## src/rtl/beat_pkg.sv

```systemverilog
// Shared defaults, FSM states and offset successor
// for the beat data receiver.
package beat_pkg;

  localparam int unsigned STEP_DEF = 4;
  localparam int unsigned WRAP_DEF = 16;

  typedef enum logic {
    HUNT   = 1'b0,
    LOCKED = 1'b1
  } beat_state_e;

  // Callers truncate the result to their sample width.
  function automatic logic [31:0] beat_next(
    input logic [31:0] x,
    input logic [31:0] step,
    input logic [31:0] wrap
  );
    return (x == wrap) ? 32'd0 : x + step;
  endfunction

endpackage

```

## src/rtl/beat_fifo.sv

```systemverilog
// Show-ahead FIFO; a push into a full FIFO succeeds
// when a pop happens in the same cycle.
module beat_fifo #(
  parameter int unsigned DEPTH  = 8,
  parameter int unsigned DATA_W = 8,
  localparam int unsigned AW = $clog2(DEPTH),
  localparam int unsigned CW = AW + 1
) (
  input  logic              clk,
  input  logic              resetn,
  input  logic              push,
  input  logic [DATA_W-1:0] push_data,
  input  logic              pop,
  output logic [DATA_W-1:0] head,
  output logic              full,
  output logic              empty,
  output logic [CW-1:0]     count
);

  logic [DATA_W-1:0] mem [DEPTH];
  logic [AW-1:0]     wr_ptr;
  logic [AW-1:0]     rd_ptr;
  logic              do_push;
  logic              do_pop;

  assign full    = (count == CW'(DEPTH));
  assign empty   = (count == '0);
  assign do_pop  = pop && !empty;
  assign do_push = push && (!full || do_pop);

  // Gate the head so stale storage never shows after reset.
  assign head = empty ? '0 : mem[rd_ptr];

  always_ff @(posedge clk) begin
    if (do_push) begin
      mem[wr_ptr] <= push_data;
    end
  end

  always_ff @(posedge clk or negedge resetn) begin
    if (!resetn) begin
      wr_ptr <= '0;
      rd_ptr <= '0;
      count  <= '0;
    end else begin
      if (do_push) begin
        wr_ptr <= wr_ptr + AW'(1);
      end
      if (do_pop) begin
        rd_ptr <= rd_ptr + AW'(1);
      end
      unique case ({do_push, do_pop})
        2'b10:   count <= count + CW'(1);
        2'b01:   count <= count - CW'(1);
        default: count <= count;
      endcase
    end
  end

endmodule

```

## src/rtl/beat_data_receiver.sv

```systemverilog
// Locks onto the beat-offset stream, checks each sample
// and buffers accepted offsets for the note spawner.
module beat_data_receiver
  import beat_pkg::*;
#(
  parameter int unsigned DATA_W = 8,
  parameter int unsigned STEP   = STEP_DEF,
  parameter int unsigned WRAP   = WRAP_DEF,
  parameter int unsigned DEPTH  = 8
) (
  input  logic              clk,
  input  logic              resetn,
  input  logic              data_en,
  input  logic [DATA_W-1:0] data,
  input  logic              out_ready,
  input  logic              clr_flags,
  output logic              out_valid,
  output logic [DATA_W-1:0] out_data,
  output logic              locked,
  output logic              overflow,
  output logic              seq_err,
  output logic [7:0]        err_count
);

  localparam int unsigned CW = $clog2(DEPTH) + 1;

  beat_state_e       state;
  beat_state_e       state_nxt;
  logic [DATA_W-1:0] expected;
  logic [DATA_W-1:0] expected_nxt;
  logic [DATA_W-1:0] succ;
  logic              accept;
  logic              mism;
  logic              pop;
  logic              drop;
  logic              fifo_full;
  logic              fifo_empty;
  logic [CW-1:0]     unused_count;

  assign succ = DATA_W'(beat_next(32'(data), STEP, WRAP));

  always_ff @(posedge clk or negedge resetn) begin
    if (!resetn) begin
      state <= HUNT;
    end else begin
      state <= state_nxt;
    end
  end

  // A mismatching 0 only returns to HUNT; it is not a lock point.
  always_comb begin
    state_nxt = state;
    accept    = 1'b0;
    mism      = 1'b0;
    unique case (state)
      HUNT: begin
        if (data_en && data == '0) begin
          accept    = 1'b1;
          state_nxt = LOCKED;
        end
      end
      LOCKED: begin
        if (data_en) begin
          if (data == expected) begin
            accept = 1'b1;
          end else begin
            mism      = 1'b1;
            state_nxt = HUNT;
          end
        end
      end
      default: ;
    endcase
  end

  always_comb begin
    locked = (state == LOCKED);
  end

  always_comb begin
    expected_nxt = expected;
    if (accept) begin
      expected_nxt = succ;
    end else if (mism) begin
      expected_nxt = '0;
    end
  end

  assign pop  = out_valid && out_ready;
  assign drop = accept && fifo_full && !pop;

  always_ff @(posedge clk or negedge resetn) begin
    if (!resetn) begin
      expected  <= '0;
      overflow  <= 1'b0;
      seq_err   <= 1'b0;
      err_count <= '0;
    end else begin
      expected <= expected_nxt;
      if (drop) begin
        overflow <= 1'b1;
      end else if (clr_flags) begin
        overflow <= 1'b0;
      end
      // A fresh error beats a same-cycle clear.
      if (mism) begin
        seq_err <= 1'b1;
        if (clr_flags) begin
          err_count <= 8'd1;
        end else if (err_count != 8'hFF) begin
          err_count <= err_count + 8'd1;
        end
      end else if (clr_flags) begin
        seq_err   <= 1'b0;
        err_count <= '0;
      end
    end
  end

  beat_fifo #(
    .DEPTH (DEPTH),
    .DATA_W(DATA_W)
  ) u_fifo (
    .clk      (clk),
    .resetn   (resetn),
    .push     (accept),
    .push_data(data),
    .pop      (pop),
    .head     (out_data),
    .full     (fifo_full),
    .empty    (fifo_empty),
    .count    (unused_count)
  );

  assign out_valid = !fifo_empty;

endmodule

```

## config.mk

```make
export PLATFORM = sky130hd
export DESIGN_NAME = beat_data_receiver
export DESIGN_NICKNAME = d
export VERILOG_FILES = /design/src/rtl/beat_pkg.sv /design/src/rtl/beat_fifo.sv /design/src/rtl/beat_data_receiver.sv
export SDC_FILE = /design/constraint.sdc
export NUM_CORES = 1
export LEC_CHECK = 0
export ABC_CLOCK_PERIOD_IN_PS = 2720
export BUFFER_PORTS_ARGS = -buffer_cell sky130_fd_sc_hd__buf_2
export CAP_MARGIN = 20
export CORE_UTILIZATION = 50
export CTS_BUF_LIST = sky130_fd_sc_hd__clkbuf_16
export DETAILED_ROUTE_END_ITERATION = 8
export GPL_ROUTABILITY_DRIVEN = 0
export HOLD_SLACK_MARGIN = 0.08
export PLACE_DENSITY = 0.68
export SLEW_MARGIN = 5
export SYNTH_ARGS = -nofsm -noshare
export SYNTH_HDL_FRONTEND = slang
export SYNTH_SLANG_ARGS = --single-unit
```

## constraint.sdc

```tcl
create_clock -name clk -period 2.72 [get_ports clk]
set_input_delay 0.544 -clock clk [delete_from_list [all_inputs] [get_ports clk]]
set_output_delay 0.544 -clock clk [all_outputs]
set_load 0.005 [all_outputs]
```

==> metrics.cfg, run 1 <==
[outcome]
status = finished clean

[finish]
area_delta_synth_final_pct = 21.29
final_cell_mix = 64 x edfxtp_1, 35 x buf_4, 32 x buf_2, 28 x dfrtp_1, 25 x nor2_1
n_antenna_cell = 0
drive_above_1_share_pct = 35.88
utilization_pct = 62.24
design_area_um2 = 5089
final_common_cell = edfxtp_1
nets = 370

[pwr]
p_leak_nw = 1.997
power_density_nw_per_um2 = 776.0
power_frac_seq_pct = 44.4
switching_share_pct = 28.20
switching_power_mw = 1.114
pwr-share-comb_pct = 22.9
internal_power_mw = 2.835
p_total_mw = 3.949
vdd_drop_max_v = 0.0004230
pwr-share-clk_pct = 32.7

[floorplan]
initial_core_util_pct = 51.32
die_w_um = 93.60
core_area_um2 = 8175
rows = 33
io_pins = 33
die_h_um = 93.60
dieArea_um2 = 8761

[critical_path]
crit_start = data[0]
critPathKind = input port to register
cp.arrival_ns = 2.82
start_kind = input port
worstPathMaxFanout = 2
crit_path_cell_trace = buf_2, or4_4, nor4b_4, a31o_4, and2_4, inv_2, ha_4, xor2_2, ha_2, a21oi_2, xor2_1, nor2_1, xor2_1
critPathMaxStageDelay_ns = 0.55
critPathMostFrequentCell = xor2_1
timing.rr.start = expected[5]
critPathCaptureType = register
crit_required_ns = 2.94
reg2reg_slack_ns = 0.28
slowest_stage = or4_4

[timing]
tightest_slew_ns = 0.6755
rsz0062_at_grt = true
finalMaxSlewViolations = 0
fmax_mhz = 385.5
slew_headroom_pct = 54.97
setup_viol = 0
period_needed_ns = 2.594
fin_crit_sh_pct = 95.36
finalHoldViolCount = 0
hold-worst-slack_ns = 0.2402
fin_worst_skew_ns = 0.008336

[route]
via_per_inst = 5.588
wl_per_cell_um = 17.83
wl_um = 8186
drc_errors = 0
ant_nets = 0
first_pass_iters = 4
drt_iter0_drc = 159
vias = 2565

[clocking]
clkSinkCount = 93
cts_tree = yes
cts.clk_slew.worst_paths_ns = 0.07
worstSkewPairLatency_ns = 0.34
cts_hold_buffers = 0
clockBufferDepth = 2
cts-htree-levels = 3
cts_buffers = 9
cts_root_buf = clkbuf_16

[synth]
netlist.area_leader.share_pct = 45.81
yosys-top-cells-area = edfxtp_1 46%, dfrtp_1 17%, mux4_2 8.6%
yosysSeqAreaShare_pct = 63.11
synthCells = 281
syn_nets = 302
ys_warn_count = 0
yosysTopAreaCell = edfxtp_1
synth_area_um2 = 4195
synth.avg_cell_area_um2 = 14.93
synth_cell_type_count = 43
synth_seq_cells = 93

[run]
drv_cap = 0

[place]
place_area_um2 = 4760
dp_hpwl_um = 5620
port_buffers = 32

[global_route]
grt_pass1_vias = 2559
grt_first_pass_wirelength_um = 13330
grt_usage_pct = 21.05
grt_overflow = 0
grt_max_degree = 30
antenna_found_initial = 0

[worst_hold_path]
hold_path.class = input port to async pin

==> power groups by stage <==
stage / Combinational, mW / Clock, mW / Sequential, mW
after floorplan: 0.721 / 0 / 1.66
after global placement: 0.889 / 0 / 1.78
after detailed placement: 0.917 / 0 / 1.78
after CTS: 0.921 / 1.32 / 1.76
after global routing: 1.00 / 1.37 / 1.77
final: 0.905 / 1.29 / 1.75
==> path summary, 6_finish.rpt <==
kind	endpoint	cells after the start
worst min register to register	expected[6]	2
worst min-delay path	u_fifo.count[3]	1
max in group asynchronous	u_fifo.rd_ptr[1]	1
worst max-delay path	u_fifo.count[2]	13
worst max register to register	u_fifo.count[2]	12
min in group clk	expected[6]	2
==> kinds of logic after synthesis <==
logic type / share of synthesized area, %
adders and majority gates: 2.386
muxes: 12.71
buffers and inverters: 1.611
AOI/OAI and AO/OA: 4.176
xor gates and xnor gates: 4.384
and+or+nand+nor: 11.63
DFF: 63.11
==> flip-flops by register name, indices dropped and copies added (netlist names) <==
signal	count
err_count	8
expected	8
locked	1
overflow	1
seq_err	1
u_fifo.count	4
u_fifo.mem	64
u_fifo.rd_ptr	3
u_fifo.wr_ptr	3
==> critical path, delay by kind of cell <==
kind,cells,cell delay (ns)
adder cells (fa/ha/maj),2,0.34
AND/OR/NAND/NOR,4,1.07
XOR/XNOR,3,0.44
AO/OA/AOI/OAI,2,0.24
buffers and inverters,2,0.17
==> stage by stage <==
stage	TNS [ns]	cells	setup WS (ns)
after global placement	-0.8515	443	-0.2201
after CTS	0	459	0.06078
after detailed placement	-1.157	443	-0.2397
final	0	459	0.1263
after floorplan	-0.04946	281	-0.04602
after global routing	-0.01053	459	-0.008971
==> synth_stat cells, drive strengths merged <==
library cell	instances
clkbuf	5
o32ai	1
nand3	7
nor2	25
a31o	1
inv	7
or4	1
nor3	5
o32a	1
a21oi	2
nand2	15
a22o	4
a41oi	1
edfxtp	64
mux2i	9
mux4	16
nor4b	2
mux2	7
nor2b	9
ha	8
xor2	17
or3b	1
dfrtp	29
a21o	1
nand3b	2
a211oi	1
a311oi	1
and2	3
buf	5
xnor2	4
nor4	6
o21ai	9
and4	3
nand2b	6
and3	1
a31oi	2
==> layout make-up <==
cell class / count / area, µm²
Clock buffer: 9 / 225.2
Inverter: 7 / 43.79
Multi-Input combinational cell: 171 / 1530
Timing Repair Buffer: 67 / 422.9
Clock inverter: 7 / 86.33
Sequential cell: 93 / 2649
Tap cell: 105 / 131.4
Fill cell: 641 / 3087
==> routing by layer <==
| layer | part of all wire, % | global-route usage [%] |
|---|---|---|
| met5 | 0 | 0 |
| met4 | 1.5 | 8.718 |
| met3 | 4.9 | 2.764 |
| met2 | 51 | 35.17 |
| met1 | 43 | 27.89 |
==> repair_timing <==
action,CTS,global route
endpoints found under the setup margin,0,3
resized for setup,0,3
buffers inserted,0,0
No activity file was read; power rests on OpenSTA's default activity.
==> run 2, diff against run 1 <==
Settings changed: ABC_CLOCK_PERIOD_IN_PS 2720 to 2650.
Clock period 2.72 ns to 2.65 ns, I/O delays scaled along.
==> run 2 against run 1 <==
  * Count of clock-buffer cells in the layout stayed put
  * Sequential power is 2% higher
  * First-iteration DRC count is 44% lower
  * Non-clock buffer count is 2 lower
  * Combinational power is 3.6% higher
  * Die area stayed put
  * Register-to-register slack worse by 0.06 ns
  * Wire length is 4.6% lower
  * Sequential cell count stayed put
  * Global-route usage is 1.1 points lower
==> metrics.cfg, run 2 (synthesis results as in run 1) <==
[timing]
setup_viol = 0  ; unchanged
finalMaxSlewViolations = 0  ; unchanged
fin_worst_skew_ns = 0.003371  ; -0.004964 ns
slew_headroom_pct = 55.00  ; about the same
tightest_slew_ns = 0.6749  ; -0.0005413 ns
finalHoldViolCount = 0  ; unchanged
worst_slack_ns = 0.1025  ; -0.02379 ns
fin_crit_sh_pct = 96.13
rsz0062_at_grt = false
hold-worst-slack_ns = 0.2228  ; -0.01738 ns
period_needed_ns = 2.547
tns_ns = 0  ; unchanged
fmax_mhz = 392.5

[critical_path]
reg2reg_depth = 12  ; unchanged
cp.buffers_inverters = 3  ; +1
start_kind = input port
critPathKind = input port to register
timing.rr.start = expected[5]
crit_start = data[2]
slowest_stage = or3b_4
critPathMostFrequentCell = xor2_1
critPathMaxStageDelay_ns = 0.39  ; -0.16 ns
worstReg2RegEnd = u_fifo.count[2]
path_delay_family = simple AND/OR/NAND/NOR gates
cp.arrival_ns = 2.77  ; -0.05 ns
crit_path_end = u_fifo.count[2]
reg2reg_slack_ns = 0.22  ; -0.06 ns
worstPathMaxFanout = 3  ; +1
crit_required_ns = 2.87  ; -0.07 ns
path_depth = 15  ; +2
critPathCaptureType = register
crit_path_cell_trace = buf_6, inv_6, ha_4, or3b_4, nor4b_4, a31o_4, and2_4, inv_4, ha_4, xor2_1, ha_2, a21oi_2, xor2_1, nor2_1, xor2_1

[clocking]
worstSkewPairLatency_ns = 0.34  ; about the same
clkSinkCount = 93  ; unchanged
cts_buffers = 9  ; unchanged
cts_hold_buffers = 0  ; unchanged
cts_tree = yes
cts_root_buf = clkbuf_16
clockBufferDepth = 2  ; unchanged
cts-htree-levels = 3  ; unchanged
cts.clk_slew.worst_paths_ns = 0.06  ; about the same

[outcome]
status = finished clean

[floorplan]
rows = 33  ; unchanged
die_w_um = 93.60  ; unchanged
core_area_um2 = 8175  ; unchanged
initial_core_util_pct = 51.32  ; unchanged
dieArea_um2 = 8761  ; unchanged
io_pins = 33  ; unchanged
die_h_um = 93.60  ; unchanged

[global_route]
antenna_found_initial = 0  ; unchanged
grt_overflow = 0  ; unchanged
grt_first_pass_wirelength_um = 12460  ; -6.5%
grt_usage_pct = 19.99  ; -1.1 points
grt_max_degree = 30  ; unchanged
grt_pass1_vias = 2460  ; -3.9%

[pwr]
internal_power_mw = 2.827  ; -0.29%
p_leak_nw = 1.979  ; -0.90%
switching_share_pct = 28.33  ; +0.13 points
switching_power_mw = 1.117  ; +0.35%
vdd_drop_max_v = 0.0004026  ; -4.8%
pwr-share-comb_pct = 23.8  ; +0.9 points
pwr-share-clk_pct = 30.8  ; -1.9 points
power_frac_seq_pct = 45.4  ; +1.0 points
power_density_nw_per_um2 = 779.2  ; +0.41%

[finish]
drive_above_1_share_pct = 35.51  ; -0.36 points
final_cell_mix = 64 x edfxtp_1, 32 x buf_4, 30 x buf_2, 28 x dfrtp_1, 24 x nor2_1
area_delta_synth_final_pct = 20.67
top_register = u_fifo.mem
reg_top3 = u_fifo.mem (64), err_count (8), expected (8)
final_common_cell = edfxtp_1
design_area_um2 = 5062  ; -0.52%
largest_reg_flops = 64  ; unchanged
nets = 368  ; -0.54%
utilization_pct = 61.92  ; -0.32 points
n_antenna_cell = 0  ; unchanged

[route]
wl_per_cell_um = 17.09  ; -4.2%
vias = 2437  ; -5.0%
drc_errors = 0  ; unchanged
drt_iter0_drc = 89  ; -44%
ant_nets = 0  ; unchanged
via_per_inst = 5.333  ; -4.6%
first_pass_iters = 4  ; unchanged
wl_um = 7811  ; -4.6%

[run]
drv_cap = 0  ; unchanged

[worst_hold_path]
hold_path.class = input port to async pin

[place]
dp_hpwl_um = 5410  ; -3.7%
place_area_um2 = 4735  ; -0.53%
dp_slack_ns = -0.3726  ; -0.1329 ns
port_buffers = 32  ; unchanged

## run 2: final cells by class
| cell class | count | area, µm² |
|---|---|---|
| Fill cell | 659 | 3113 |
| Sequential cell | 93 | 2649 |
| Multi-Input combinational cell | 171 | 1519 |
| Timing Repair Buffer | 65 | 436.7 |
| Clock buffer | 9 | 225.2 |
| Tap cell | 105 | 131.4 |
| Clock inverter | 7 | 55.05 |
| Inverter | 7 | 46.29 |
## run 2: power groups by stage
stage | combinational, mW | clock (mW) | sequential [mW]
floorplan | 0.740 | 0 | 1.70
global placement | 0.931 | 0 | 1.83
detailed placement | 0.953 | 0 | 1.83
CTS | 0.953 | 1.23 | 1.80
global route | 1.04 | 1.31 | 1.81
finish | 0.938 | 1.21 | 1.79
## run 2: worst min-delay path by stage
stage | depth (start not counted) | startpoint | to | slack, ns
final | 1 | resetn | u_fifo.count[0] | 0.22
after global routing | 1 | resetn | u_fifo.rd_ptr[0] | 0.29
after CTS | 1 | resetn | u_fifo.rd_ptr[0] | 0.25
after detailed placement | 2 | expected[5] | expected[5] | 0.49
after global placement | 2 | expected[5] | expected[5] | 0.49
after floorplan | 0 | resetn | err_count[0] | 0.23
## run 2: timing repair
action                                  4_1_cts  5_1_grt
setup buffers                                 0        3
resized for setup                             0       10
pin swaps                                     1        5
endpoints found under the setup margin        1        3
## run 2: per-stage QoR
stage                     cells  total power, mW
after global routing        457            4.152
after global placement      438            2.757
after floorplan             281            2.441
after CTS                   454            3.984
after detailed placement    438            2.780
final                       457            3.945
## run 2: per-layer routing
layer	GRT usage, %	part of all wire, %	vias up	routed length, µm
met5	0	0	-	0
li1	-	-	1182	-
met3	4.390	5.1	9	398
met2	33.58	51	54	3980
met1	25.70	42	1192	3305
met4	7.051	1.6	0	126
==> run 3, diff against run 2 <==
Settings changed: ABC_AREA set to 1.
==> run 3 against run 2 <==
  * Critical endpoint unchanged
  * Critical path depth is 2 lower
  * Largest power group unchanged
  * Utilization is 1.4 points lower
  * Non-clock buffer count is 10 lower
==> metrics.cfg, run 3 <==
[outcome]
status = finished clean

[synth]
netlist.area_leader.share_pct = 43.30  ; -2.5 points
syn_nets = 464  ; +54%
yosysTopAreaCell = edfxtp_1
ys_warn_count = 0  ; unchanged
synth_common_cells = 84 x nor2_1, 81 x nand2_1, 64 x edfxtp_1
synthCells = 443  ; +58%
synthMostInstantiatedCell = nor2_1
synth_flop_cell = edfxtp_1
async_flop_share_pct = 31.18  ; unchanged
synth_area_um2 = 4438  ; +5.8%
yosysSeqAreaShare_pct = 59.66  ; -3.5 points
synth.avg_cell_area_um2 = 10.02  ; -33%
synth_edf_count = 64  ; unchanged
synth_cell_type_count = 31  ; -28%
yosys-top-cells-area = edfxtp_1 43%, dfrtp_1 16%, nor2_1 7.1%
synth_seq_cells = 93  ; unchanged

[route]
ant_nets = 0  ; unchanged
wl_um = 9333  ; +19%
via_per_inst = 5.343  ; +0.20%
vias = 3254  ; +34%
wl_met1_um = 4172  ; +26%
wl_per_cell_um = 15.33  ; -10%
drt_iter0_drc = 81  ; -9.0%
met2_length_um = 4702  ; +18%
dr.max_layer_used = met4
first_pass_iters = 4  ; unchanged
drc_errors = 0  ; unchanged
dr_wl_met3_um = 325  ; -18%

[critical_path]
reg2reg_slack_ns = 0.29  ; +0.07 ns
worstPathMaxFanout = 10  ; +7
cp.arrival_ns = 2.58  ; -0.19 ns
slowest_stage = dfrtp_1
start_kind = register
cp.buffers_inverters = 0  ; -3
critPathMaxStageDelay_ns = 0.45  ; +0.06 ns
critPathCaptureType = register
crit_required_ns = 2.87  ; about the same
path_delay_family = simple AND/OR/NAND/NOR gates
crit_path_cell_trace = nor2_4, nand3_4, nand2_4, nand4_4, nand3_2, ha_1, nor2_1, nor2_1, ha_1, a21oi_1, a21oi_1, o21ai_0, o21a_1
critPathKind = register to register

[global_route]
grt_pass1_vias = 3063  ; +25%
antenna_found_initial = 0  ; unchanged
grt_max_degree = 34  ; +13%
grt_overflow = 0  ; unchanged
grt_usage_pct = 21.74  ; +1.7 points
grt_first_pass_wirelength_um = 14750  ; +18%

[timing]
finalMaxSlewViolations = 0  ; unchanged
slew_headroom_pct = 54.24  ; -0.76 points
fmax_mhz = 423.6  ; +7.9%
rsz0062_at_grt = false
tightest_slew_ns = 0.6864  ; +0.01147 ns
tns_ns = 0  ; unchanged
fin_crit_sh_pct = 89.09  ; -7.0 points
fin_worst_skew_ns = 0.01096  ; +0.007591 ns
period_needed_ns = 2.361  ; -0.1865 ns
finalHoldViolCount = 0  ; unchanged
hold-worst-slack_ns = 0.2389  ; +0.01608 ns
setup_viol = 0  ; unchanged

[pwr]
power_density_nw_per_um2 = 858.8  ; +10%
p_leak_nw = 2.210  ; +12%
vdd_drop_max_v = 0.0004186  ; +4.0%

[floorplan]
die_h_um = 96.21  ; +2.8%
die_w_um = 96.21  ; +2.8%
rows = 34  ; +3.0%
dieArea_um2 = 9256  ; +5.7%
initial_core_util_pct = 51.39  ; +0.075 points
io_pins = 33  ; unchanged
core_area_um2 = 8636  ; +5.6%

[clocking]
cts_tree = yes
cts.clk_slew.worst_paths_ns = 0.06  ; about the same
clockBufferDepth = 2  ; unchanged
cts_buffers = 9  ; unchanged
worstSkewPairLatency_ns = 0.34  ; about the same
cts-htree-levels = 3  ; unchanged
cts_root_buf = clkbuf_16
post_cts_buffers = 0  ; unchanged
clkSinkCount = 93  ; unchanged

[run]
drv_cap = 0  ; unchanged

[finish]
largest_reg_flops = 64  ; unchanged
final_cell_mix = 84 x nor2_1, 81 x nand2_1, 64 x edfxtp_1, 42 x o21ai_0, 32 x buf_2
nets = 517  ; +40%
design_area_um2 = 5229  ; +3.3%
drive_above_1_share_pct = 19.76  ; -16 points
area_delta_synth_final_pct = 17.82
top_register = u_fifo.mem
n_antenna_cell = 0  ; unchanged
utilization_pct = 60.55  ; -1.4 points
reg_top3 = u_fifo.mem (64), err_count (8), expected (8)
final_common_cell = nor2_1

[place]
place_area_um2 = 4853  ; +2.5%
port_buffers = 32  ; unchanged
dp_hpwl_um = 6552  ; +21%

[worst_hold_path]
hold_path.class = input port to async pin

-- run 3: cell count changes in the layout (fill, tap and decap cells not counted), moves of 6 or more --
cell / delta
nand2b_1: -6
mux4_2: -16
xor2_1: -7
nor2_1: +60
mux2i_1: -9
nor2b_1: -9
buf_4: -10
mux2_2: -6
inv_1: +26
o32ai_1: +7
nand3_1: +10
nand2_1: +66
o21ai_0: +34
-- run 3: per-stage QoR --
| stage | setup WS (ns) | instances | power (mW) |
|---|---|---|---|
| final | 0.2890 | 609 | 4.490 |
| after global routing | 0.04458 | 609 | 4.766 |
| after CTS | 0.07468 | 609 | 4.529 |
| after detailed placement | 0.005880 | 593 | 2.971 |
| after global placement | 0.09184 | 593 | 2.931 |
| after floorplan | 0.2255 | 443 | 2.555 |
-- run 3: worst paths after layout --
| path | startpoint | to | cells after the start |
|---|---|---|---|
| max in group asynchronous | resetn | u_fifo.rd_ptr[0] | 1 |
| min in group clk | seq_err | seq_err | 2 |
| hold / removal | resetn | err_count[2] | 1 |
| setup / recovery | u_fifo.count[1] | u_fifo.count[2] | 13 |
| setup reg to reg | u_fifo.count[1] | u_fifo.count[2] | 13 |
| hold reg to reg | seq_err | seq_err | 2 |
-- run 3: cells by family (layout without fill, tap and decap cells) --
logic type | count (synthesis) | after routing | synth area share [%]
adders and majority gates | 8 | 8 | 2.256
DFF | 93 | 93 | 59.66
AOI/OAI and AO/OA | 63 | 63 | 8.035
buffers and inverters | 47 | 105 | 4.342
and+or+nand+nor | 217 | 217 | 22.75
xor gates and xnor gates | 15 | 15 | 2.960
-- run 3: layer usage --
| metal | up-vias | track usage (%) |
|---|---|---|
| met5 | - | 0 |
| met2 | 61 | 37.17 |
| met1 | 1573 | 27.83 |
| met4 | 0 | 8.706 |
| met3 | 11 | 3.002 |
| li1 | 1609 | - |
-- run 3: final cells by class --
class / instances / area (µm²)
fill: 731 / 3407
sequential: 93 / 2649
multi-input combinational: 303 / 1598
timing repair buffer: 55 / 345.3
clock buffer: 9 / 225.2
clock inverter: 7 / 146.4
tap: 108 / 135.1
inverter: 34 / 130.1
-- run 3: power by group --
group	internal, mW	switching (mW)
Clock	1.02	0.532
Combinational	0.466	0.737
Sequential	1.62	0.109
-- run 3: repair_timing --
| action | CTS | global route |
|---|---|---|
| gates resized for setup | 0 | 3 |
| hold buffers | 0 | 0 |
| endpoints found under the setup margin | 0 | 7 |
